$ cat config.mk
export PLATFORM = sky130hd
export DESIGN_NAME = data_mem_ctrl
export DESIGN_NICKNAME = d
export VERILOG_FILES = /design/src/rtl/data_mem_ctrl.sv
export SDC_FILE = /design/constraint.sdc
export NUM_CORES = 2
export LEC_CHECK = 0
export CELL_PAD_IN_SITES_DETAIL_PLACEMENT = 1
export CELL_PAD_IN_SITES_GLOBAL_PLACEMENT = 2
export CORE_UTILIZATION = 39
export CTS_CLUSTER_SIZE = 8
export DETAILED_ROUTE_END_ITERATION = 16
export HOLD_SLACK_MARGIN = 0.02
export PLACE_DENSITY_LB_ADDON = 0.1
export SETUP_SLACK_MARGIN = 0.2
export SLEW_MARGIN = 20
export SYNTH_ARGS = -nofsm -noshare
export SYNTH_HDL_FRONTEND = slang
export SYNTH_SLANG_ARGS = --single-unit
export TNS_END_PERCENT = 5
$ cat constraint.sdc
create_clock -name clk -period 116.9 [get_ports clk]
set_input_delay 23.38 -clock clk [delete_from_list [all_inputs] [get_ports clk]]
set_output_delay 23.38 -clock clk [all_outputs]
set_load 0.1 [all_outputs]
$ cat src/rtl/data_mem_ctrl.sv
// data_mem_ctrl: single-port data memory controller with a fixed-latency
// request/response handshake.
//
// Memory is DEPTH 32-bit words, stored as four little-endian byte lanes.
// A request is accepted in IDLE. Stores commit at the accept edge. Loads
// sample the word at the accept edge. The response pulse comes LATENCY
// cycles after the accept edge. Misaligned, illegal-size or out-of-range
// requests leave memory untouched and respond with resp_err=1.
//
// Ports:
//   clk, reset            clock, async active-high reset
//   req_valid/req_ready   request handshake (ready only in IDLE)
//   req_write             1 = store, 0 = load
//   req_size              00 byte, 01 half, 10 word, 11 illegal
//   req_unsigned          load zero-extends when 1, sign-extends when 0
//   address, write_data   byte address, right-aligned store data
//   resp_valid            one-cycle response pulse
//   data_out, resp_err    load result / error flag, zero unless resp_valid

// One byte lane of the memory array. Reset loads byte LANE of the word
// index, so the assembled word i reads back as i.
module data_mem_lane #(
    parameter int DEPTH = 64,
    parameter int LANE  = 0,
    parameter int IW    = 6
) (
    input  logic          clk,
    input  logic          reset,
    input  logic          we,
    input  logic [IW-1:0] idx,
    input  logic [7:0]    wdata,
    output logic [7:0]    rdata
);
    logic [7:0] mem [DEPTH];

    always_ff @(posedge clk or posedge reset) begin
        if (reset) begin
            for (int i = 0; i < DEPTH; i++)
                mem[i] <= 8'((i >> (8 * LANE)) & 255);
        end else if (we) begin
            mem[idx] <= wdata;
        end
    end

    // idx is only meaningful when the request is in range; an
    // out-of-range read is discarded by the error path.
    assign rdata = mem[idx];
endmodule

module data_mem_ctrl #(
    parameter int DEPTH   = 64,
    parameter int LATENCY = 1
) (
    input  logic        clk,
    input  logic        reset,
    input  logic        req_valid,
    output logic        req_ready,
    input  logic        req_write,
    input  logic [1:0]  req_size,
    input  logic        req_unsigned,
    input  logic [31:0] address,
    input  logic [31:0] write_data,
    output logic        resp_valid,
    output logic [31:0] data_out,
    output logic        resp_err
);
    localparam int NUM_LANES = 4;
    localparam int IW = $clog2(DEPTH);
    localparam logic [2:0] CNT_INIT = (LATENCY > 1) ? 3'(LATENCY - 2) : 3'd0;

    localparam logic [1:0] IDLE = 2'd0;
    localparam logic [1:0] WAIT = 2'd1;
    localparam logic [1:0] RESP = 2'd2;

    // Request fields held from accept until the response.
    typedef struct packed {
        logic        write;
        logic [1:0]  size;
        logic        uns;
        logic [1:0]  off;
        logic        err;
        logic [31:0] rdata;
    } req_t;

    logic [1:0] state;
    logic [2:0] cnt;
    req_t       req_q;

    logic                            accept;
    logic                            in_range;
    logic                            req_err;
    logic [NUM_LANES-1:0]            lane_we;
    logic [NUM_LANES-1:0][7:0]       lane_wd;
    logic [NUM_LANES-1:0][7:0]       rd_word;
    logic [31:0]                     shifted;
    logic [31:0]                     ld_data;

    assign accept   = (state == IDLE) && req_valid;
    assign in_range = ({2'b00, address[31:2]} < 32'(DEPTH));

    always_comb begin
        req_err = 1'b0;
        case (req_size)
            2'b00:   req_err = 1'b0;
            2'b01:   req_err = address[0];
            2'b10:   req_err = (address[1:0] != 2'b00);
            default: req_err = 1'b1;
        endcase
        if (!in_range)
            req_err = 1'b1;
    end

    // Store data is replicated across lanes so every enabled lane sees
    // the right bytes without a per-lane mux on the offset.
    always_comb begin
        lane_we = '0;
        lane_wd = write_data;
        case (req_size)
            2'b00: begin
                lane_wd = {4{write_data[7:0]}};
                lane_we[address[1:0]] = 1'b1;
            end
            2'b01: begin
                lane_wd = {2{write_data[15:0]}};
                lane_we[{address[1], 1'b0}] = 1'b1;
                lane_we[{address[1], 1'b1}] = 1'b1;
            end
            2'b10:   lane_we = '1;
            default: lane_we = '0;
        endcase
        if (!(accept && req_write && !req_err))
            lane_we = '0;
    end

    for (genvar g = 0; g < NUM_LANES; g++) begin : g_lane
        data_mem_lane #(
            .DEPTH (DEPTH),
            .LANE  (g),
            .IW    (IW)
        ) u_lane (
            .clk   (clk),
            .reset (reset),
            .we    (lane_we[g]),
            .idx   (address[IW+1:2]),
            .wdata (lane_wd[g]),
            .rdata (rd_word[g])
        );
    end

    // IDLE -> (WAIT) -> RESP -> IDLE. WAIT spends LATENCY-1 cycles so the
    // RESP cycle ends exactly LATENCY edges after the accept edge.
    always_ff @(posedge clk or posedge reset) begin
        if (reset) begin
            state <= IDLE;
            cnt   <= '0;
            req_q <= '0;
        end else begin
            case (state)
                IDLE: begin
                    if (req_valid) begin
                        req_q.write <= req_write;
                        req_q.size  <= req_size;
                        req_q.uns   <= req_unsigned;
                        req_q.off   <= address[1:0];
                        req_q.err   <= req_err;
                        req_q.rdata <= rd_word;
                        if (LATENCY == 1) begin
                            state <= RESP;
                        end else begin
                            state <= WAIT;
                            cnt   <= CNT_INIT;
                        end
                    end
                end
                WAIT: begin
                    if (cnt == 3'd0)
                        state <= RESP;
                    else
                        cnt <= cnt - 3'd1;
                end
                RESP:    state <= IDLE;
                default: state <= IDLE;
            endcase
        end
    end

    // Load extraction: shift the addressed lane down, then extend.
    always_comb begin
        shifted = req_q.rdata >> {req_q.off, 3'b000};
        ld_data = '0;
        case (req_q.size)
            2'b00:   ld_data = {{24{~req_q.uns & shifted[7]}}, shifted[7:0]};
            2'b01:   ld_data = {{16{~req_q.uns & shifted[15]}}, shifted[15:0]};
            2'b10:   ld_data = shifted;
            default: ld_data = '0;
        endcase
    end

    assign req_ready  = (state == IDLE);
    assign resp_valid = (state == RESP);
    assign resp_err   = resp_valid && req_q.err;
    assign data_out   = (resp_valid && !req_q.write && !req_q.err) ? ld_data : 32'h0;
endmodule

==> results.cfg <==
[status]
outcome = finished clean

[logic_synthesis]
synth.cell_area_sq_um = 99700
async_flop_share_pct = 100
ys_seq_area_share_pct = 52.7
synth_cell_type_count = 73
yosysWarnings = 0
synth_top_area_cell = dfrtp_1
synth-edff-count = 0
yosys_register_bits = 2088
ys.flop_type = dfrtp_1
syn_inst = 6884
syn-mean-instance-area_sq_um = 14.5
netlist_top_cells_area = dfrtp_1 (48%), mux2_2 (18%), mux2_4 (7.2%)
synth_top_area_share_pct = 47.6
syn-num-nets = 6955

[setup_path]
critical_path.max_stage_delay_ns = 0.88
cp.required_ns = 117.80
startpoint_type = primary input
slowest_stage = buf_4
path_class = primary input to asynchronous set/reset pin
path_max_fanout = 111
reg2reg_from = state[1]$_DFFE_PP0P_
cp-startpoint = reset
critPathCaptureType = asynchronous set/reset pin
r2r_slack_ns = 112.04
path_cells = clkdlybuf4s50_1 -> inv_8 -> buf_4 -> buf_4 -> buf_4 -> buf_4 -> buf_4 -> buf_4
cp.arrival_ns = 29.53
cpMostUsedCell = buf_4

[pwr]
p_per_area_nw_per_um2 = 14.7
p_leak_uw = 0.0539
ir_drop_mv = 0.0115

[sta]
final_max_slew_viol_count = 0
hold_viol_final = 0
rsz0062_at_grt = no
max_slew.worst_pin.slew_ns = 1.17
maxSlewHeadroom_pct = 21.8
fin_crit_sh_pct = 24.5
final.setup.tns_ns = 0
max_freq_ghz = 0.0349
setup_viol = 0
period_minus_slack_ns = 28.63
skew_ns = 0.0525

[final_layout]
fillers = 25000
final_cells = 10400
multi_input_area_sq_um = 44900
syn_to_final_growth_pct = 12.6
drive_above_1_share_pct = 46.8
fin_nets = 6998
ff_latch_area_sq_um = 52500

[floorplan]
initial_core_util_pct = 39.2
die_h_microns = 508
io_pins = 106
coreArea_sq_um = 254000
die_area_sq_um = 258000
die_x_microns = 508
num_rows = 185

[min_path]
holdCritPathClass = register to register
min-delay-start = g_lane[1].u_lane.mem[305]$_DFFE_PP0P_

[clock_network]
worstSkewPairLatency_ns = 0.90
cts_buffers = 303
hold_buffers = 0
clkTransAtPathRegs_ns = 0.05
clock-sinks = 2088
post_cts_buffers = 0
tritoncts = done
cts.path.max_buffers = 4
h-tree-depth = 5
cts_root_buffer = clkbuf_16
cts_resized = 0

[job]
drv_cap = 0

[placement]
place_congestion = 0.854
dp.cells = 9987
numPortBuffers = 105
place_hpwl_microns = 244000

[route]
post-route-drc-count = 0
wl_per_cell_microns = 37.5
totalWireLength_microns = 390000
drt-pass1-iter-count = 5
initialDrtViolationCount = 4762
vias = 63100
viasPerCell = 6.07
postRouteAntennaNets = 0

[global_route]
grt_pass1_vias = 67600
grt_max_degree = 164
grt_pass1_wl_microns = 552000
antenna_found_initial = 23
grt-ovfl-total = 0
track_usage_pct = 30.4
==> placed cells by master (no fill, tap or decap), drive strengths merged, types with 10 or more instances in the layout <==
master / n
mux4: 180
nand2: 403
a211oi: 23
nand4: 11
nor2: 205
nand3: 40
o2111ai: 13
a22o: 15
o22a: 14
o32a: 19
a22oi: 122
o211ai: 10
buf: 171
a21oi: 94
clkdlybuf4s50: 93
mux2: 2112
dfrtp: 1896
a31oi: 30
and3: 15
mux2i: 375
a221oi: 236
o21ai: 136
nor2b: 16
clkbuf: 382
dfstp: 192
inv: 14
nor3: 18
o22ai: 92
==> registers in the layout, indices dropped and copies added, names as in the netlist <==
name,flops
g_lane.u_lane.mem,2048
req_q,39
state,1
==> through the flow <==
stage / cell area, sq um / setup slack (ns) / util (%) / hold slack [ns] / power (uW)
after detailed placement: 104000 / 87.02 / 40.9 / 0.479 / 858
after global placement: 104000 / 87.25 / 40.9 / 0.469 / 857
final: 112000 / 88.27 / 44.2 / 0.487 / 1650
after floorplan: 99700 / 34.85 / - / 0.447 / 803
after CTS: 112000 / 87.95 / 44.2 / 0.490 / 1670
after global routing: 112000 / 87.42 / 44.2 / 0.503 / 1700
==> path summary, 6_finish.rpt <==
check                                                         to  cells past startpoint
max                        g_lane[1].u_lane.mem[476]$_DFFE_PP0P_                      8
min                        g_lane[1].u_lane.mem[305]$_DFFE_PP0P_                      1
max reg2reg                  g_lane[2].u_lane.mem[2]$_DFFE_PP0P_                     11
min reg2reg                g_lane[1].u_lane.mem[305]$_DFFE_PP0P_                      1
max in group clk                                    data_out[25]                      5
min in group asynchronous  g_lane[2].u_lane.mem[387]$_DFFE_PP0P_                      2
==> layer usage <==
metal  GRT usage [%]  share of wire (%)  up-vias
li1                -                  -    25700
met1            41.7                 44    35000
met2            47.1                 46     1738
met3            4.85                5.1      681
met4            14.6                5.6        4
met5               0             0.0069        -
==> critical path, delay by kind of cell <==
family	cells	cell delay [ns]
buffers and inverters	8	5.87
==> synthesized netlist by cell type, drive strengths merged (16+ instances only) <==
cell,number
a211oi,23
a21oi,94
a221oi,236
a22oi,122
a31oi,30
buf,205
clkbuf,321
dfrtp,1896
dfstp,192
mux2,2112
mux2i,375
mux4,180
nand2,403
nand3,40
nor2,205
nor2b,16
nor3,18
o21ai,136
o22ai,92
o32a,19
==> cell families (layout without fill, tap and decap cells) <==
kind of cell	Yosys count	in the layout	share of synthesized area [%]
other	0	9	0
AO/OA/AOI/OAI	845	845	6.09
XOR/XNOR	2	2	0.0176
multiplexers	2667	2667	33.5
flip-flops	2088	2088	52.7
buffers and inverters	534	667	2.65
AND/OR/NAND/NOR	748	748	5.09
==> layout make-up <==
class	count	area share (%)
flip-flops and latches	2088	46.8
inverters	8	0.0435
clock inverters	13	0.166
repair buffers	264	2.12
diodes	9	0.0201
well taps	3366	3.75
clock buffers	382	7.20
multi-input cells	4262	40.0
==> where the power goes <==
| group | internal (uW) | switching, uW |
|---|---|---|
| Clock | 478 | 326 |
| Combinational | 22.6 | 91.3 |
| Sequential | 726 | 6.88 |
| Total | 1230 | 425 |
(Power assumes the default switching activity.)
